--- config.mk ---
export PLATFORM = sky130hd
export DESIGN_NAME = dmem_bridge
export DESIGN_NICKNAME = d
export VERILOG_FILES = /design/src/rtl/dmem_bridge.sv
export SDC_FILE = /design/constraint.sdc
export NUM_CORES = 1
export LEC_CHECK = 0
export ABC_CLOCK_PERIOD_IN_PS = 8500
export CELL_PAD_IN_SITES_DETAIL_PLACEMENT = 0
export CELL_PAD_IN_SITES_GLOBAL_PLACEMENT = 1
export CORE_MARGIN = 2
export CORE_UTILIZATION = 25
export CTS_CLUSTER_DIAMETER = 30
export CTS_CLUSTER_SIZE = 24
export DETAILED_ROUTE_END_ITERATION = 12
export PLACE_DENSITY_LB_ADDON = 0.15
export SYNTH_ARGS = -nofsm -noshare
export SYNTH_HDL_FRONTEND = slang
export SYNTH_SLANG_ARGS = --single-unit
--- constraint.sdc ---
create_clock -name clk -period 8.5 [get_ports clk]
set_clock_uncertainty 0.05 [all_clocks]
set_input_delay 0.85 -clock clk [delete_from_list [all_inputs] [get_ports clk]]
set_output_delay 0.85 -clock clk [all_outputs]
set_load 0.01 [all_outputs]
--- src/rtl/dmem_bridge.sv ---
// dmem_bridge: data-memory bridge between the MEM-stage load/store port and a
// req/ack bus. Stores are posted into an in-order write buffer and drained in
// the background. Loads stall the pipeline until their data is in l_data.
// Optional build macro STORE_FWD_EN enables load forwarding from the write
// buffer. Without the macro, a load waits for the buffer to drain completely.
module dmem_bridge #(
    parameter int W        = 32,
    parameter int SB_DEPTH = 4,
    parameter int SB_AW    = 2
) (
    input  logic           clk,
    input  logic           rst,
    input  logic           load_en,
    input  logic [W-1:0]   l_addr,
    output logic [W-1:0]   l_data,
    input  logic           store_en,
    input  logic [W-1:0]   s_addr,
    input  logic [W-1:0]   s_data,
    input  logic [W/8-1:0] s_be,
    output logic           stall,
    output logic           bus_req,
    output logic           bus_we,
    output logic [W-1:0]   bus_addr,
    output logic [W-1:0]   bus_wdata,
    output logic [W/8-1:0] bus_be,
    input  logic           bus_ack,
    input  logic [W-1:0]   bus_rdata
);

    typedef enum logic [1:0] {
        IDLE,
        RD,
        WR,
        GAP
    } state_t;

    state_t state;

    // Write-buffer storage and pointers. The pointers carry one extra wrap bit.
    logic [W-1:0]   sb_addr [SB_DEPTH];
    logic [W-1:0]   sb_data [SB_DEPTH];
    logic [W/8-1:0] sb_be   [SB_DEPTH];
    logic [SB_AW:0] wr_ptr;
    logic [SB_AW:0] rd_ptr;
    logic [SB_AW-1:0] head;

    logic empty;
    logic full;
    logic ack;
    logic pop;
    logic push;
    logic ld_done;
    logic load_act;
    logic load_rd;
    logic fwd_take;
    logic [W-1:0] fwd_data;

    assign head  = rd_ptr[SB_AW-1:0];
    assign empty = (wr_ptr == rd_ptr);
    assign full  = (wr_ptr[SB_AW] != rd_ptr[SB_AW]) &&
                   (wr_ptr[SB_AW-1:0] == rd_ptr[SB_AW-1:0]);

    // An ack only counts while a transaction is actually requested.
    assign ack  = bus_ack & bus_req;
    assign pop  = (state == WR) & ack;

    // A full buffer still accepts a store in the cycle its head drains.
    assign push = store_en & (~full | pop);

    // A simultaneous store wins over a load. ld_done retires the load for one cycle.
    assign load_act = load_en & ~store_en & ~ld_done;

    // Stall the pipeline for a blocked store or an unfinished load.
    assign stall = rst & ((store_en & full & ~pop) | load_act);

`ifdef STORE_FWD_EN
    logic [SB_AW:0] count;
    logic           match_any;
    logic           match_full;

    assign count = wr_ptr - rd_ptr;

    // Scan from oldest to youngest, so the youngest matching entry determines the result.
    always_comb begin
        logic [SB_AW-1:0] idx;
        match_any  = 1'b0;
        match_full = 1'b0;
        fwd_data   = '0;
        idx        = '0;
        for (int unsigned k = 0; k < SB_DEPTH; k++) begin
            idx = head + SB_AW'(k);
            if (((SB_AW+1)'(k) < count) && (sb_addr[idx] == l_addr)) begin
                match_any  = 1'b1;
                match_full = &sb_be[idx];
                fwd_data   = sb_data[idx];
            end
        end
    end

    // A partial match must drain until it disappears. A full match never uses the bus.
    assign load_rd  = load_act & ~match_any;
    assign fwd_take = load_act & match_full & (state != RD);
`else
    assign load_rd  = load_act & empty;
    assign fwd_take = 1'b0;
    assign fwd_data = '0;
`endif

    // Buffer pointers: enqueue on accepted store, dequeue on write ack.
    always_ff @(posedge clk or negedge rst) begin
        if (!rst) begin
            wr_ptr <= '0;
            rd_ptr <= '0;
        end else begin
            if (push) wr_ptr <= wr_ptr + 1'b1;
            if (pop)  rd_ptr <= rd_ptr + 1'b1;
        end
    end

    // Buffer storage. Stale contents are harmless because the pointers define validity.
    always_ff @(posedge clk) begin
        if (push) begin
            sb_addr[wr_ptr[SB_AW-1:0]] <= s_addr;
            sb_data[wr_ptr[SB_AW-1:0]] <= s_data;
            sb_be[wr_ptr[SB_AW-1:0]]   <= s_be;
        end
    end

    // Bus FSM with registered bus outputs, plus load completion (l_data, ld_done).
    always_ff @(posedge clk or negedge rst) begin
        if (!rst) begin
            state     <= IDLE;
            bus_req   <= 1'b0;
            bus_we    <= 1'b0;
            bus_addr  <= '0;
            bus_wdata <= '0;
            bus_be    <= '0;
            l_data    <= '0;
            ld_done   <= 1'b0;
        end else begin
            ld_done <= 1'b0;
            if (fwd_take) begin
                l_data  <= fwd_data;
                ld_done <= 1'b1;
            end
            case (state)
                IDLE: begin
                    if (load_rd) begin
                        state     <= RD;
                        bus_req   <= 1'b1;
                        bus_we    <= 1'b0;
                        bus_addr  <= l_addr;
                        bus_wdata <= '0;
                        bus_be    <= '1;
                    end else if (!empty) begin
                        state     <= WR;
                        bus_req   <= 1'b1;
                        bus_we    <= 1'b1;
                        bus_addr  <= sb_addr[head];
                        bus_wdata <= sb_data[head];
                        bus_be    <= sb_be[head];
                    end
                end
                RD: begin
                    if (ack) begin
                        l_data    <= bus_rdata;
                        ld_done   <= 1'b1;
                        state     <= GAP;
                        bus_req   <= 1'b0;
                        bus_we    <= 1'b0;
                        bus_addr  <= '0;
                        bus_wdata <= '0;
                        bus_be    <= '0;
                    end
                end
                WR: begin
                    if (ack) begin
                        state     <= GAP;
                        bus_req   <= 1'b0;
                        bus_we    <= 1'b0;
                        bus_addr  <= '0;
                        bus_wdata <= '0;
                        bus_be    <= '0;
                    end
                end
                GAP:     state <= IDLE;
                default: state <= IDLE;
            endcase
        end
    end

endmodule

# After elaboration in Yosys (flattened, before gate mapping)
# Memories as Yosys holds them, arrays and structs flattened.
# Cells that the tools add are included.
[word_totals] word_cells=70 reg_bits=111 ramBits=272 inputBits=137 mem_count=3
[mem_list] name="sb_addr" words=4 width=32 read_ports=1 rd_ports_with_merged_regs=0 wr=1 line="40" source="logic [W-1:0] sb_addr [SB_DEPTH];"
[mem_list] name="sb_data" words=4 width=32 read_ports=1 rd_ports_with_merged_regs=0 wr=1 line="41" source="logic [W-1:0] sb_data [SB_DEPTH];"
[mem_list] name="sb_be" words=4 width=4 read_ports=1 rd_ports_with_merged_regs=0 wr=1 line="42" source="logic [W/8-1:0] sb_be [SB_DEPTH];"
[op_classes] eq_ne=8 n_bitwise=15 muxes=25 n_reduce_logical=7 n_addsub=2
[ops] op="$mux W32" n=5
[ops] op="$pmux W32 S2" n=2
[ops] op="$mux W4" n=3
[ops] op="$and A1 B1 Y1" n=9
[ops] op="$mux W1" n=8
[ops] op="$pmux W4 S2" n=1
[ops] op="$add A3 B1 Y3 const B" n=2
[ops] op="$mux W2" n=3
[ops] op="$pmux W2 S3" n=1
[ops] op="$eq A2 B2 Y1 const B" n=2
[ops] op="$not A1 Y1" n=4
[ops] op="$pmux W1 S2" n=2
[ops] op="$reduce_and A2 Y1" n=2
[ops] op="$eq A3 B3 Y1" n=1
[ops] op="$ne A3 B3 Y1 const B" n=1
[ops] op="$reduce_and A3 Y1" n=1
[ops] op="$eq A2 B1 Y1 const B" n=1
[ops] op="$eq A2 B2 Y1" n=1
[ops] op="$logic_not A2 Y1" n=1
[ops] op="$ne A2 B1 Y1 const B" n=1
[ops] op="$or A1 B1 Y1" n=2
[ops] op="$reduce_bool A2 Y1" n=1
[ops] op="$reduce_or A2 Y1" n=1
[ops] op="$logic_and A1 B1 Y1" n=1
[ops] op="$ne A1 B1 Y1" n=1

# Depth between registers and ports, before layout
[depth] word_depth=7 mapped_depth=8

# Worst setup path before layout
# OpenSTA, ideal clock, no wires.
[synth_path] kind="input-to-reg" startpoint="in bus_ack" endpoint="mem sb_addr[3][0] (enable)" slack_ns=4.995 required_time_ns=8.015 path_stages=3 arrival_ns=3.020 path_cell_list="nand3_1 -> a41oi_2 -> and2_1"
[synth_between] elab_chain_len=6
[synth_rtl] element="start: declaration" line="26" source="input logic bus_ack,"
[synth_rtl] element="$and A1 B1 Y1" line="64" source="assign ack = bus_ack & bus_req;"
[synth_rtl] element="$and A1 B1 Y1" line="65" source="assign pop = (state == WR) & ack;"
[synth_rtl] element="$or A1 B1 Y1" line="68" source="assign push = store_en & (~full | pop);"
[synth_rtl] element="$and A1 B1 Y1" line="68"
[synth_rtl] element="$mux W1" line="122" source="if (push) begin"
[synth_rtl] element="$mux W1 (not written as such)" line="123" source="sb_addr[wr_ptr[SB_AW-1:0]] <= s_addr;"
[synth_rtl] element="end: declaration" line="40"
# No other way between the ends.

# Worst setup path in the final report
[layout_path] startpoint="reg rd_ptr[0]" endpoint="out stall"
[layout_between] elab_chain_len=6
[layout_rtl] element="start: declaration" line="44" source="logic [SB_AW:0] rd_ptr;"
[layout_rtl] element="start signal: assignment" line="116" source="if (pop) rd_ptr <= rd_ptr + 1'b1;"
[layout_rtl] element="$eq A2 B2 Y1" line="61" source="(wr_ptr[SB_AW-1:0] == rd_ptr[SB_AW-1:0]);"
[layout_rtl] element="$logic_and A1 B1 Y1" line="60" source="assign full = (wr_ptr[SB_AW] != rd_ptr[SB_AW]) &&"
[layout_rtl] element="$and A1 B1 Y1 (2 in a row)" line="74" source="assign stall = rst & ((store_en & full & ~pop) | load_act);"
[layout_rtl] element="$or A1 B1 Y1" line="74"
[layout_rtl] element="$and A1 B1 Y1" line="74"
[layout_rtl] element="end: declaration" line="20" source="output logic stall,"
# No other way between the ends.

==> summary.md <==
| Metric | Value |
|---|---|
| Initial drt markers | `374` |
| Area contributors post-synth | `edfxtp_1, dfrtp_1, mux4_2` |
| Setup TNS | `0 ns` |
| Post-synthesis sequential area ratio | `75.2%` |
| Final setup viols | `0` |
| DP Cell Count | `1667` |
| Crit-path slowest cell | `dfrtp_4` |
| Post-synthesis cell count | `688` |
| Synthesized area per cell | `21.1 um^2` |
| Adder-cell share of the synthesized area | `0.860%` |
| WP buf/inv | `1` |
| Core Area | `0.0576 mm^2` |
| Number of flops mapped to enable cells by yosys | `272` |
| Area leader, netlist | `edfxtp_1` |
| Relative slew margins | `34.6%` |
| Length of the first detailed-routing pass in iterations | `4` |
| Max-slew violations | `0` |
| Hold crit path type | `in2async` |
| Area grow syn2layout | `46.0%` |
| Worst-Skew Late Latency | `0.60 ns` |
| Final Hold Viols | `0` |
| TritonCTS Buffers | `103` |
| Worst EP arrival | `2.72 ns` |
| Die Width | `245 um` |
| Finished Layout Cells | `1862` |
| Total GRT Usage | `12.8%` |
| Crit path launch type | `flip-flop` |
| Vias in the first global route | `8830` |
| Peak supply drop | `177 uV` |
| Synthesized net count | `835` |
| Async set-reset flop share out of synthesis | `29.0%` |
| Rows | `88` |
| CTS tree | `yes` |
| Status | `finished, final reports clean` |
| WS Path Type | `reg2out` |
| Final min period | `3.62 ns` |
| Fin crit share | `42.6%` |
| Number of max-cap violations | `0` |
| WP data required | `7.60 ns` |
| DP HPWL | `22600 um` |
| Post-synth top flop | `edfxtp_1` |
| Antenna violations before repair | `2` |
| Fillers | `5359` |
| Largest family of logic cells by synthesized area | `multiplexers` |
| H-tree depth | `3` |
| Top cell type's share of synthesized area | `56.2%` |
| Hold buffer count at cts | `0` |
| Pwr dens | `311 mW/mm^2` |
| Layout cells sized above 1 | `26.8%` |
| Wirelength per Cell | `20.4 um` |
| Synthesized area | `0.0145 mm^2` |
| Remaining Overflow, GRT | `0` |
| RSZ-0062 raised after global routing | `no` |
| Simple logic cell fraction of the synthesized area | `0.723%` |
| Worst-path cell chain | `xnor2_4 > a41oi_2 > nor2_1 > clkdlybuf4s50_1` |
| Worst Path Max Fanout | `26` |
| Post-DR vias/cell | `4.18` |
| Fmax | `276 MHz` |
| Most frequent cell after synthesis | `edfxtp_1` |
| First-pass GRT wire length | `56800 um` |
| P_leak | `0.00796 uW` |
| DR vias | `7785` |
| Final WL | `38000 um` |
| Largest net degree at the start of global routing | `72` |
| I/O pin cnt | `240` |
| Most frequent cells after synthesis | `edfxtp_1, dfrtp_1, mux4_2, mux2_2, mux2i_1` |
| Final core occ | `36.9%` |
| Max clock buf depth | `3` |
| Layout Nets | `1154` |
| Die area | `0.0601 mm^2` |
| Die Ht | `245 um` |
| Count of input and output buffers | `239` |
| Slew @ Worst Pin | `0.977 ns` |
| Clock root cell | `clkbuf_16` |
| Post-CTS Resized | `0` |
| Reg-to-reg slack, setup | `5.41 ns` |
| Starting Density | `25.3%` |
| Compound-Gate Fraction of Synth Area | `4.52%` |
| CP peak stage delay | `0.84 ns` |
| Synth Area in XOR/XNOR | `0.740%` |
| Yosys warns | `0` |
| CTS sink count | `383` |
| Clock-pin slew on the worst setup and hold paths | `0.04 ns` |
| FF+latch count, synth | `383` |
| Delay-heaviest family, CP | `flip-flops` |
| Post-synthesis mux area share | `15.9%` |
| DRC | `0` |
| Synth unique cells | `34` |
| Element type at the critical path end | `output pin` |
| GPL Wtd Cong | `0.662` |
| Setup bufs post-CTS | `0` |
| Post-route ant nets | `0` |
-- placed cells by master (no fill, tap or decap), types with 13 or more instances in the layout --
master,n
edfxtp_1,272
clkdlybuf4s50_1,238
dfrtp_1,109
clkbuf_16,105
mux4_2,68
mux2_2,38
mux2i_1,35
a22o_1,32
o2bb2ai_1,32
clkinv_2,24
clkbuf_1,22
clkinv_1,13
-- worst paths after layout --
check,from,to,cells after the start
worst max register to register,rd_ptr[0],sb_addr[3][12],4
max in group asynchronous,rst,rd_ptr[0],2
worst min-delay path,rst,l_data[1],1
worst min register to register,bus_we,bus_we,1
worst max-delay path,rd_ptr[0],stall,4
min in group clk,bus_we,bus_we,1
-- worst reg2reg max path, cell delays in order (launching register included) --
cell     delay, ns
dfrtp_4       0.84
xnor2_4       0.13
a41oi_2       0.44
and2_4        0.56
buf_4         0.66
-- layer usage --
layer	part of all wire (%)	wire length [um]	vias up	global-route usage (%)
met2	48	18300	224	20.1
met4	2.1	810	2	5.42
met5	0.034	13	-	0
met1	44	16600	4007	16.5
met3	6.0	2280	65	3.77
li1	-	-	3487	-
-- logic make-up (layout without fill, tap and decap cells) --
kind of cell | count (synthesis) | after routing
XOR/XNOR | 8 | 8
AND/OR/NAND/NOR | 18 | 18
AO/OA/AOI/OAI | 79 | 79
buffers and inverters | 49 | 457
other | 0 | 1
flip-flops | 383 | 383
adder cells (fa/ha/maj) | 10 | 10
multiplexers | 141 | 141
-- per-stage QoR --
step / cell area, um^2 / total power [uW] / hold WS (ns) / worst slack, ns
floorplan: 14500 / 2650 / 0.448 / 4.99
global placement: 17800 / 2880 / 0.415 / 4.69
detailed placement: 17800 / 2890 / 0.421 / 4.65
CTS: 21200 / 6720 / 0.240 / 4.72
global route: 21200 / 6860 / 0.250 / 4.65
finish: 21200 / 6600 / 0.224 / 4.88
-- where the power goes --
part / internal, uW / switching, uW
sequential: 2310 / 59.8
combinational: 180 / 286
clock: 2660 / 1100
-- final cells by class --
cell class / instances / area, um^2 / area share [%]
tap: 765 / 957 / 4.51
clock buffer: 139 / 2880 / 13.5
sequential: 383 / 11000 / 51.6
clock inverter: 55 / 582 / 2.74
inverter: 12 / 45.0 / 0.212
multi-input combinational: 256 / 3340 / 15.7
antenna: 1 / 2.50 / 0.0118
timing repair buffer: 251 / 2480 / 11.7
-- registers in the layout (all words and copies together) (netlist names) --
name,cells
sb_be,16
ld_done,1
wr_ptr,3
sb_addr,128
bus_req,1
bus_we,1
state,2
bus_be,4
l_data,32
bus_addr,32
sb_data,128
rd_ptr,3
bus_wdata,32
Power figures use the tool's default switching activity.
